## src/rtl/ctrl_pkg.sv

```systemverilog
// ctrl_pkg: shared types and encodings for the multicycle RV64 control unit.
package ctrl_pkg;

  // Controller states; the encoding is what state_dbg exposes.
  typedef enum logic [3:0] {
    FETCH    = 4'd0,
    DECODE   = 4'd1,
    EXEC_R   = 4'd2,
    EXEC_I   = 4'd3,
    MEM_ADDR = 4'd4,
    MEM_RD   = 4'd5,
    MEM_WR   = 4'd6,
    ALU_WB   = 4'd7,
    MEM_WB   = 4'd8,
    BRANCH   = 4'd9,
    PC_INC   = 4'd10,
    HALT     = 4'd11,
    TRAP     = 4'd12
  } state_e;

  typedef enum logic [2:0] {
    ALU_ADD = 3'b001,
    ALU_SUB = 3'b010,
    ALU_AND = 3'b011,
    ALU_OR  = 3'b100,
    ALU_XOR = 3'b101
  } alu_op_e;

  // Instruction class chosen by the opcode alone.
  typedef enum logic [2:0] {
    CLS_R,
    CLS_I,
    CLS_MEM,
    CLS_BRANCH,
    CLS_HALT,
    CLS_ILLEGAL
  } op_class_e;

  // Everything the FSM needs to know about the latched instruction.
  typedef struct packed {
    op_class_e op_class;
    alu_op_e   alu_op;
    logic      illegal;
    logic      is_store;
    logic      is_bne;
  } decode_t;

  localparam logic [6:0] OP_RTYPE  = 7'b0110011;
  localparam logic [6:0] OP_ITYPE  = 7'b0010011;
  localparam logic [6:0] OP_LOAD   = 7'b0000011;
  localparam logic [6:0] OP_STORE  = 7'b0100011;
  localparam logic [6:0] OP_BRANCH = 7'b1100011;
  localparam logic [6:0] OP_SYSTEM = 7'b1110011;

  localparam logic [31:0] INSTR_EBREAK = 32'h0010_0073;

  localparam logic [2:0] F3_ADD    = 3'b000;
  localparam logic [2:0] F3_AND    = 3'b111;
  localparam logic [2:0] F3_OR     = 3'b110;
  localparam logic [2:0] F3_XOR    = 3'b100;
  localparam logic [2:0] F3_DOUBLE = 3'b011;
  localparam logic [2:0] F3_BEQ    = 3'b000;
  localparam logic [2:0] F3_BNE    = 3'b001;

  localparam logic [6:0] F7_BASE = 7'h00;
  localparam logic [6:0] F7_SUB  = 7'h20;

  localparam logic [1:0] SRCB_REGB = 2'b00;
  localparam logic [1:0] SRCB_FOUR = 2'b01;
  localparam logic [1:0] SRCB_IMM  = 2'b10;
  localparam logic [1:0] SRCB_IMM2 = 2'b11;

endpackage

```

## src/rtl/ctrl_decode.sv

```systemverilog
// ctrl_decode: combinational classification of the latched instruction word.
module ctrl_decode
  import ctrl_pkg::*;
(
  input  logic [31:0] instruction,
  output decode_t     dec
);

  logic [6:0] opcode;
  logic [2:0] funct3;
  logic [6:0] funct7;

  assign opcode = instruction[6:0];
  assign funct3 = instruction[14:12];
  assign funct7 = instruction[31:25];

  // Map opcode/funct fields to class, ALU operation and legality.
  always_comb begin
    dec.op_class = CLS_ILLEGAL;
    dec.alu_op   = ALU_ADD;
    dec.illegal  = 1'b1;
    dec.is_store = 1'b0;
    dec.is_bne   = 1'b0;
    case (opcode)
      OP_RTYPE: begin
        dec.op_class = CLS_R;
        if (funct7 == F7_BASE) begin
          case (funct3)
            F3_ADD: begin dec.alu_op = ALU_ADD; dec.illegal = 1'b0; end
            F3_AND: begin dec.alu_op = ALU_AND; dec.illegal = 1'b0; end
            F3_OR:  begin dec.alu_op = ALU_OR;  dec.illegal = 1'b0; end
            F3_XOR: begin dec.alu_op = ALU_XOR; dec.illegal = 1'b0; end
            default: ;
          endcase
        end else if (funct7 == F7_SUB && funct3 == F3_ADD) begin
          dec.alu_op  = ALU_SUB;
          dec.illegal = 1'b0;
        end
      end
      OP_ITYPE: begin
        dec.op_class = CLS_I;
        case (funct3)
          F3_ADD: begin dec.alu_op = ALU_ADD; dec.illegal = 1'b0; end
          F3_AND: begin dec.alu_op = ALU_AND; dec.illegal = 1'b0; end
          F3_OR:  begin dec.alu_op = ALU_OR;  dec.illegal = 1'b0; end
          F3_XOR: begin dec.alu_op = ALU_XOR; dec.illegal = 1'b0; end
          default: ;
        endcase
      end
      OP_LOAD, OP_STORE: begin
        dec.op_class = CLS_MEM;
        dec.illegal  = (funct3 != F3_DOUBLE);
        dec.is_store = (opcode == OP_STORE);
      end
      OP_BRANCH: begin
        dec.op_class = CLS_BRANCH;
        dec.alu_op   = ALU_SUB;
        dec.illegal  = !(funct3 == F3_BEQ || funct3 == F3_BNE);
        dec.is_bne   = (funct3 == F3_BNE);
      end
      OP_SYSTEM: begin
        if (instruction == INSTR_EBREAK) begin
          dec.op_class = CLS_HALT;
          dec.illegal  = 1'b0;
        end
      end
      default: ;
    endcase
  end

endmodule

```

## src/rtl/multicycle_control.sv

```systemverilog
// multicycle_control: main control FSM of the multicycle RV64 core.
// Optional feature: CTRL_ILLEGAL_TRAP_EN sends illegal encodings to a terminal
// TRAP state and adds the sticky illegal_instr output; otherwise they act as NOPs.
module multicycle_control
  import ctrl_pkg::*;
#(
  parameter int IMEM_LAT = 1,
  parameter int DMEM_LAT = 1
) (
  input  logic        clk,
  input  logic        reset,
  input  logic        run,
  input  logic [31:0] instruction,
  input  logic        alu_zero,
  output logic        PCWrite,
  output logic        PCWriteCond,
  output logic        PCSource,
  output logic        ALUSrcA,
  output logic        LoadAOut,
  output logic        RegWrite,
  output logic        LoadRegA,
  output logic        LoadRegB,
  output logic        MemToReg,
  output logic        DMemOp,
  output logic        LoadMDR,
  output logic        IMemRead,
  output logic        IRWrite,
  output logic [1:0]  ALUSrcB,
  output logic [2:0]  ALUOp,
  output logic        halted,
  output logic [31:0] retire_cnt,
  output logic [3:0]  state_dbg
`ifdef CTRL_ILLEGAL_TRAP_EN
  ,
  output logic        illegal_instr
`endif
);

  localparam int MAX_LAT = (IMEM_LAT > DMEM_LAT) ? IMEM_LAT : DMEM_LAT;
  localparam int CNT_W   = $clog2(MAX_LAT + 1);
  localparam logic [CNT_W-1:0] IMEM_LAST = CNT_W'(IMEM_LAT);
  localparam logic [CNT_W-1:0] DMEM_LAST = CNT_W'(DMEM_LAT - 1);

`ifdef CTRL_ILLEGAL_TRAP_EN
  localparam state_e ILLEGAL_NEXT = TRAP;
`else
  localparam state_e ILLEGAL_NEXT = PC_INC;
`endif

  state_e           state, next_state;
  logic [CNT_W-1:0] cnt, cnt_next;
  logic             retire_inc;
  logic             pc_inc;
  decode_t          dec;

  ctrl_decode u_decode (
    .instruction (instruction),
    .dec         (dec)
  );

  assign state_dbg = state;

  // Next-state, wait counter and Moore flag decode; all flags held low during reset.
  always_comb begin
    next_state  = state;
    cnt_next    = '0;
    retire_inc  = 1'b0;
    pc_inc      = 1'b0;
    PCWrite     = 1'b0;
    PCWriteCond = 1'b0;
    PCSource    = 1'b0;
    ALUSrcA     = 1'b0;
    LoadAOut    = 1'b0;
    RegWrite    = 1'b0;
    LoadRegA    = 1'b0;
    LoadRegB    = 1'b0;
    MemToReg    = 1'b0;
    DMemOp      = 1'b0;
    LoadMDR     = 1'b0;
    IMemRead    = 1'b0;
    IRWrite     = 1'b0;
    ALUSrcB     = SRCB_REGB;
    ALUOp       = ALU_ADD;
    if (reset) begin
      case (state)
        FETCH: begin
          if (cnt != '0 || run) begin
            IMemRead = 1'b1;
            if (cnt == IMEM_LAST) begin
              IRWrite    = 1'b1;
              next_state = DECODE;
            end else begin
              cnt_next = cnt + 1'b1;
            end
          end
        end
        DECODE: begin
          LoadRegA = 1'b1;
          LoadRegB = 1'b1;
          ALUSrcB  = SRCB_IMM2;
          LoadAOut = 1'b1;
          case (dec.op_class)
            CLS_R:      next_state = EXEC_R;
            CLS_I:      next_state = EXEC_I;
            CLS_MEM:    next_state = MEM_ADDR;
            CLS_BRANCH: next_state = BRANCH;
            CLS_HALT:   next_state = HALT;
            default:    next_state = ILLEGAL_NEXT;
          endcase
        end
        EXEC_R: begin
          ALUSrcA    = 1'b1;
          LoadAOut   = 1'b1;
          ALUOp      = dec.alu_op;
          next_state = dec.illegal ? ILLEGAL_NEXT : ALU_WB;
        end
        EXEC_I: begin
          ALUSrcA    = 1'b1;
          ALUSrcB    = SRCB_IMM;
          LoadAOut   = 1'b1;
          ALUOp      = dec.alu_op;
          next_state = dec.illegal ? ILLEGAL_NEXT : ALU_WB;
        end
        MEM_ADDR: begin
          ALUSrcA  = 1'b1;
          ALUSrcB  = SRCB_IMM;
          LoadAOut = 1'b1;
          if (dec.illegal)
            next_state = ILLEGAL_NEXT;
          else
            next_state = dec.is_store ? MEM_WR : MEM_RD;
        end
        MEM_RD: begin
          if (cnt == DMEM_LAST) begin
            LoadMDR    = 1'b1;
            next_state = MEM_WB;
          end else begin
            cnt_next = cnt + 1'b1;
          end
        end
        MEM_WR: begin
          DMemOp     = 1'b1;
          pc_inc     = 1'b1;
          retire_inc = 1'b1;
          next_state = FETCH;
        end
        ALU_WB: begin
          RegWrite   = 1'b1;
          pc_inc     = 1'b1;
          retire_inc = 1'b1;
          next_state = FETCH;
        end
        MEM_WB: begin
          RegWrite   = 1'b1;
          MemToReg   = 1'b1;
          pc_inc     = 1'b1;
          retire_inc = 1'b1;
          next_state = FETCH;
        end
        BRANCH: begin
          ALUSrcA  = 1'b1;
          ALUOp    = ALU_SUB;
          PCSource = 1'b1;
          if (dec.illegal) begin
            next_state = ILLEGAL_NEXT;
          end else if (dec.is_bne) begin
            PCWrite    = !alu_zero;
            next_state = alu_zero ? PC_INC : FETCH;
          end else begin
            PCWriteCond = 1'b1;
            next_state  = alu_zero ? FETCH : PC_INC;
          end
          retire_inc = (next_state == FETCH);
        end
        PC_INC: begin
          pc_inc     = 1'b1;
          retire_inc = 1'b1;
          next_state = FETCH;
        end
        HALT:    next_state = HALT;
        TRAP:    next_state = TRAP;
        default: next_state = FETCH;
      endcase
      if (pc_inc) begin
        ALUSrcA  = 1'b0;
        ALUSrcB  = SRCB_FOUR;
        ALUOp    = ALU_ADD;
        PCSource = 1'b0;
        PCWrite  = 1'b1;
      end
    end
  end

  // State register, wait counter, sticky halt and retired-instruction counter.
  always_ff @(posedge clk) begin
    if (!reset) begin
      state      <= FETCH;
      cnt        <= '0;
      halted     <= 1'b0;
      retire_cnt <= '0;
    end else begin
      state <= next_state;
      cnt   <= cnt_next;
      if (next_state == HALT)
        halted <= 1'b1;
      if (retire_inc)
        retire_cnt <= retire_cnt + 32'd1;
    end
  end

`ifdef CTRL_ILLEGAL_TRAP_EN
  // Sticky flag raised when an illegal encoding sends the core to TRAP.
  always_ff @(posedge clk) begin
    if (!reset)
      illegal_instr <= 1'b0;
    else if (next_state == TRAP)
      illegal_instr <= 1'b1;
  end
`endif

endmodule
```

## config.mk

```make
export PLATFORM = sky130hd
export DESIGN_NAME = multicycle_control
export DESIGN_NICKNAME = d
export VERILOG_FILES = /design/src/rtl/ctrl_pkg.sv /design/src/rtl/ctrl_decode.sv /design/src/rtl/multicycle_control.sv
export SDC_FILE = /design/constraint.sdc
export NUM_CORES = 1
export LEC_CHECK = 0
export ABC_AREA = 1
export CORE_ASPECT_RATIO = 0.5
export CORE_MARGIN = 4
export CORE_UTILIZATION = 45
export CTS_BUF_LIST = sky130_fd_sc_hd__clkbuf_16
export DETAILED_ROUTE_END_ITERATION = 10
export PLACE_DENSITY = 0.74
export REMOVE_ABC_BUFFERS = 1
export SLEW_MARGIN = 15
export SYNTH_ARGS = -nofsm -noshare
export SYNTH_HDL_FRONTEND = slang
export SYNTH_SLANG_ARGS = --single-unit
```

## constraint.sdc

```tcl
create_clock -name clk -period 2.8 [get_ports clk]
set_clock_uncertainty 0.05 [all_clocks]
set_input_delay 0.42 -clock clk [delete_from_list [all_inputs] [get_ports clk]]
set_output_delay 0.42 -clock clk [all_outputs]
set_load 0.03 [all_outputs]
```

==> implementation parameters <==
Parameter                              Value

GRT
  Maximum number of pins on one net before global-route repair    25
  Aggregate global-route resource usage    between 20 and 25%
  Wire length of the first global-routing pass    approximately 14000 microns
  Global-route congestion overflow total    0
  Number of global-route vias before repair    ~3000
  Number of antenna violations at the first check in global routing    0

Setup path
  Worst reg2reg setup slack    about 540 ps
  Delay contributed by the slowest stage of the critical path    roughly 470 ps
  Type of the setup path with the least slack    input pin to output pin
  Worst-path cell chain    clkdlybuf4s50_1, nand2_2, nor2_8, buf_4, nand2_2, inv_2, nand2_1, nor2_4, nand3_1, nor4_1, buf_4
  Critical path startpoint category    input pin
  Standard cell with the maximum stage delay on the critical path    clkdlybuf4s50_1
  Maximum fanout count along the critical path    4
  Crit path arrival time    2240 ps
  Critical path endpoint category    output pin
  CP Data Required Time    between 2000 and 2500 ps

Place
  Number of placed instances, taps included    between 600 and 700
  Instance area after placement    between 0.004 and 0.005 sq mm
  HPWL Detailed    between 6000 and 7000 microns
  Port Buffers    90
  Worst slack at placement    -21.6 ps
  Final Wtd Congestion    approximately 0.90

STA
  Unrepaired setup endpoints after global routing    yes
  Final WS setup    slightly above 90 ps
  Clock period minus worst slack    approximately 2700 ps
  Pin slew with the least headroom to its limit    482 ps
  Final setup fails    0
  Final period utilization    a little over nine tenths
  Peak Freq    369 MHz
  Relative slew slack    slightly below 70%
  Worst hold margin    401 ps
  Final-layout setup total negative slack    0 ps
  Final count of pins violating max slew    0
  Final hold violation count    0

Synthesis
  Post-synthesis share of cell area spent on xor and xnor gates    under 10%
  Total standard cell area after synthesis    0.00299 sq mm
  Flip-flop and latch count after synthesis    38
  Unique cell type count in the Yosys netlist    44
  Number of synthesis warnings    0
  Prevailing post-synth register cell    dfxtp_1
  Post-synthesis sequential area ratio    between 20% and 30%
  FFs w/ async S/R, synth    0%
  Main combinational cell family by area after synthesis    simple AND/OR/NAND/NOR gates
  Biggest area consumer among synthesized cells    dfxtp_1
  Synth Area per Inst    a little over 6 sq um
  Share of synthesized cell area in full adder, half adder and majority cells    less than 1%
  Cell count after synthesis    between 400 and 500
  Simple-gate portion of the synthesized area    between 40% and 50%
  Number of synthesized flops with an enable pin    0
  Mux share of post-synthesis cell area    0%
  Biggest area contributors in the synthesized netlist    dfxtp_1, nand2_1, inv_1, nor2_1, a21oi_1
  Compound-gate portion of the synthesized area    10.6%
  Share of the synthesized area in the top cell type    25.5%

Min path
  Worst hold path class    register to register

Power and ir drop
  Lkg Pwr    1.78 nW
  Share of total power in sequential cells    about two fifths
  Net switching power    0.381 mW
  Clock network fraction of design power    between 40% and 50%
  Power density over cell area    roughly 350 mW/mm^2
  Worst vdd ir    approximately 0.2 mV
  Internal power    roughly 1.1 mW
  Combinational share of power    roughly a fifth
  Switching part of the total power    26.1%

Clock network
  Number of clock sinks seen by CTS    38
  Source-to-sink clock delay at the later pin of the worst-skew pair    between 200 and 300 ps
  Root buffer cell    clkbuf_16
  Number of buffers inserted for hold repair after clock tree synthesis    0
  Clock slew seen by the registers of the worst setup and hold paths    approximately 50 ps
  Clock tree from TritonCTS    built
  Clock buffer depth    2
  Total number of H-tree levels    2
  TritonCTS buffer count    5

Outcome
  Outcome    complete, no violations

Floorplan
  Starting Density    47.8%
  Horizontal die dimension    123 microns
  Die Area    around 0.0081 sq mm
  Chip Height    approximately 66 microns
  Core Rows    20
  Placeable Area    between 0.006 and 0.007 sq mm
  Top-level port count    91

Run
  Number of maximum-capacitance constraint violations    0

Layout
  Filler cell count    approximately 600
  Finished Layout Cells    680
  Diode count    0
  Layout net count    630
  Commonest non-fill, non-tap cells in the layout    nand2_1, inv_1, clkdlybuf4s50_1
  Layout Cell Area excl Fill    0.00419 sq mm
  Leading cell type in the layout, fill and taps excluded    nand2_1
  Fraction of layout instances using a drive strength above 1    13.2%
  Area growth from synthesis to final layout    40.2%

Route
  Pre-antenna DRT Iters    4
  Via count    3424
  Final routed DRC violation total    0
  Count of antenna-violating nets left after detailed routing    0
  Per-cell via count in the routed design    between 5 and 6
  Total wire length after detailed routing    8530 microns
  Iter 0 DRT Violations    251
  Wire per inst    around 13 microns
[synth_stat cells, drive strengths merged (2+ instances only)]
cell and n:
xnor2 5, nand4 18, xor2 9, o21ai 18, clkbuf 5, nand2 121
inv 93, clkinv 2, nor4 13, buf 5, dfxtp 38, ha 2
nand3 32, nor3 22, nor2 66, a21oi 33
[power groups by stage]
stage	clock, mW	sequential, mW	combinational (mW)
global route	0.671	0.559	0.300
floorplan	0	0.579	0.132
CTS	0.632	0.558	0.273
detailed placement	0	0.570	0.272
global placement	0	0.570	0.270
finish	0.625	0.558	0.275
[registers in the layout, indices dropped and copies added (netlist names)]
| signal | flops |
|---|---|
| cnt | 1 |
| retire_cnt | 32 |
| halted | 1 |
| state_dbg | 4 |
[layer usage]
| metal | GRT usage, % | wire, microns |
|---|---|---|
| met5 | 0 | 0 |
| met4 | 4.83 | 62 |
| met3 | 4.99 | 640 |
| met2 | 36.5 | 3960 |
| met1 | 28.6 | 3870 |
[critical path: cells and delay by family]
kind / cells / cell delay (ps)
buf+inv: 4 / 890
simple gates: 7 / 920
[per-stage QoR]
stage / power (mW) / utilization, %
floorplan: 0.710 / -
CTS: 1.46 / 66.6
detailed placement: 0.842 / 64.0
global route: 1.53 / 67.0
finish: 1.46 / 67.0
global placement: 0.840 / 64.0
[area by class of cell]
type                            count  area, sq um  area share [%]
Multi-Input combinational cell    348         1810            43.3
Sequential cell                    38          761            18.2
Inverter                           95          360            8.60
Tap cell                           88          110            2.63
Clock buffer                        5          125            2.99
Timing Repair Buffer              104          986            23.5
Clock inverter                      2         33.8           0.806
[final timing paths]
kind,startpoint,to,cells past startpoint
max,instruction[1],PCWriteCond,11
min,halted,halted,2
max reg2reg,retire_cnt[0],retire_cnt[17],12
min reg2reg,halted,halted,2
[cell families after synthesis]
logic type,after synthesis
simple gates,275
buf+inv,105
compound gates,57
flops,38
xor+xnor,14
fa+ha+maj,2
[timing repair]
item / in CTS / in global routing
gates resized for setup: 0 / 9
buffers inserted: 0 / 0
setup endpoints to repair: 0 / 2
hold endpoints to repair: 0 / 0
No activity file was read; power rests on OpenSTA's default activity.
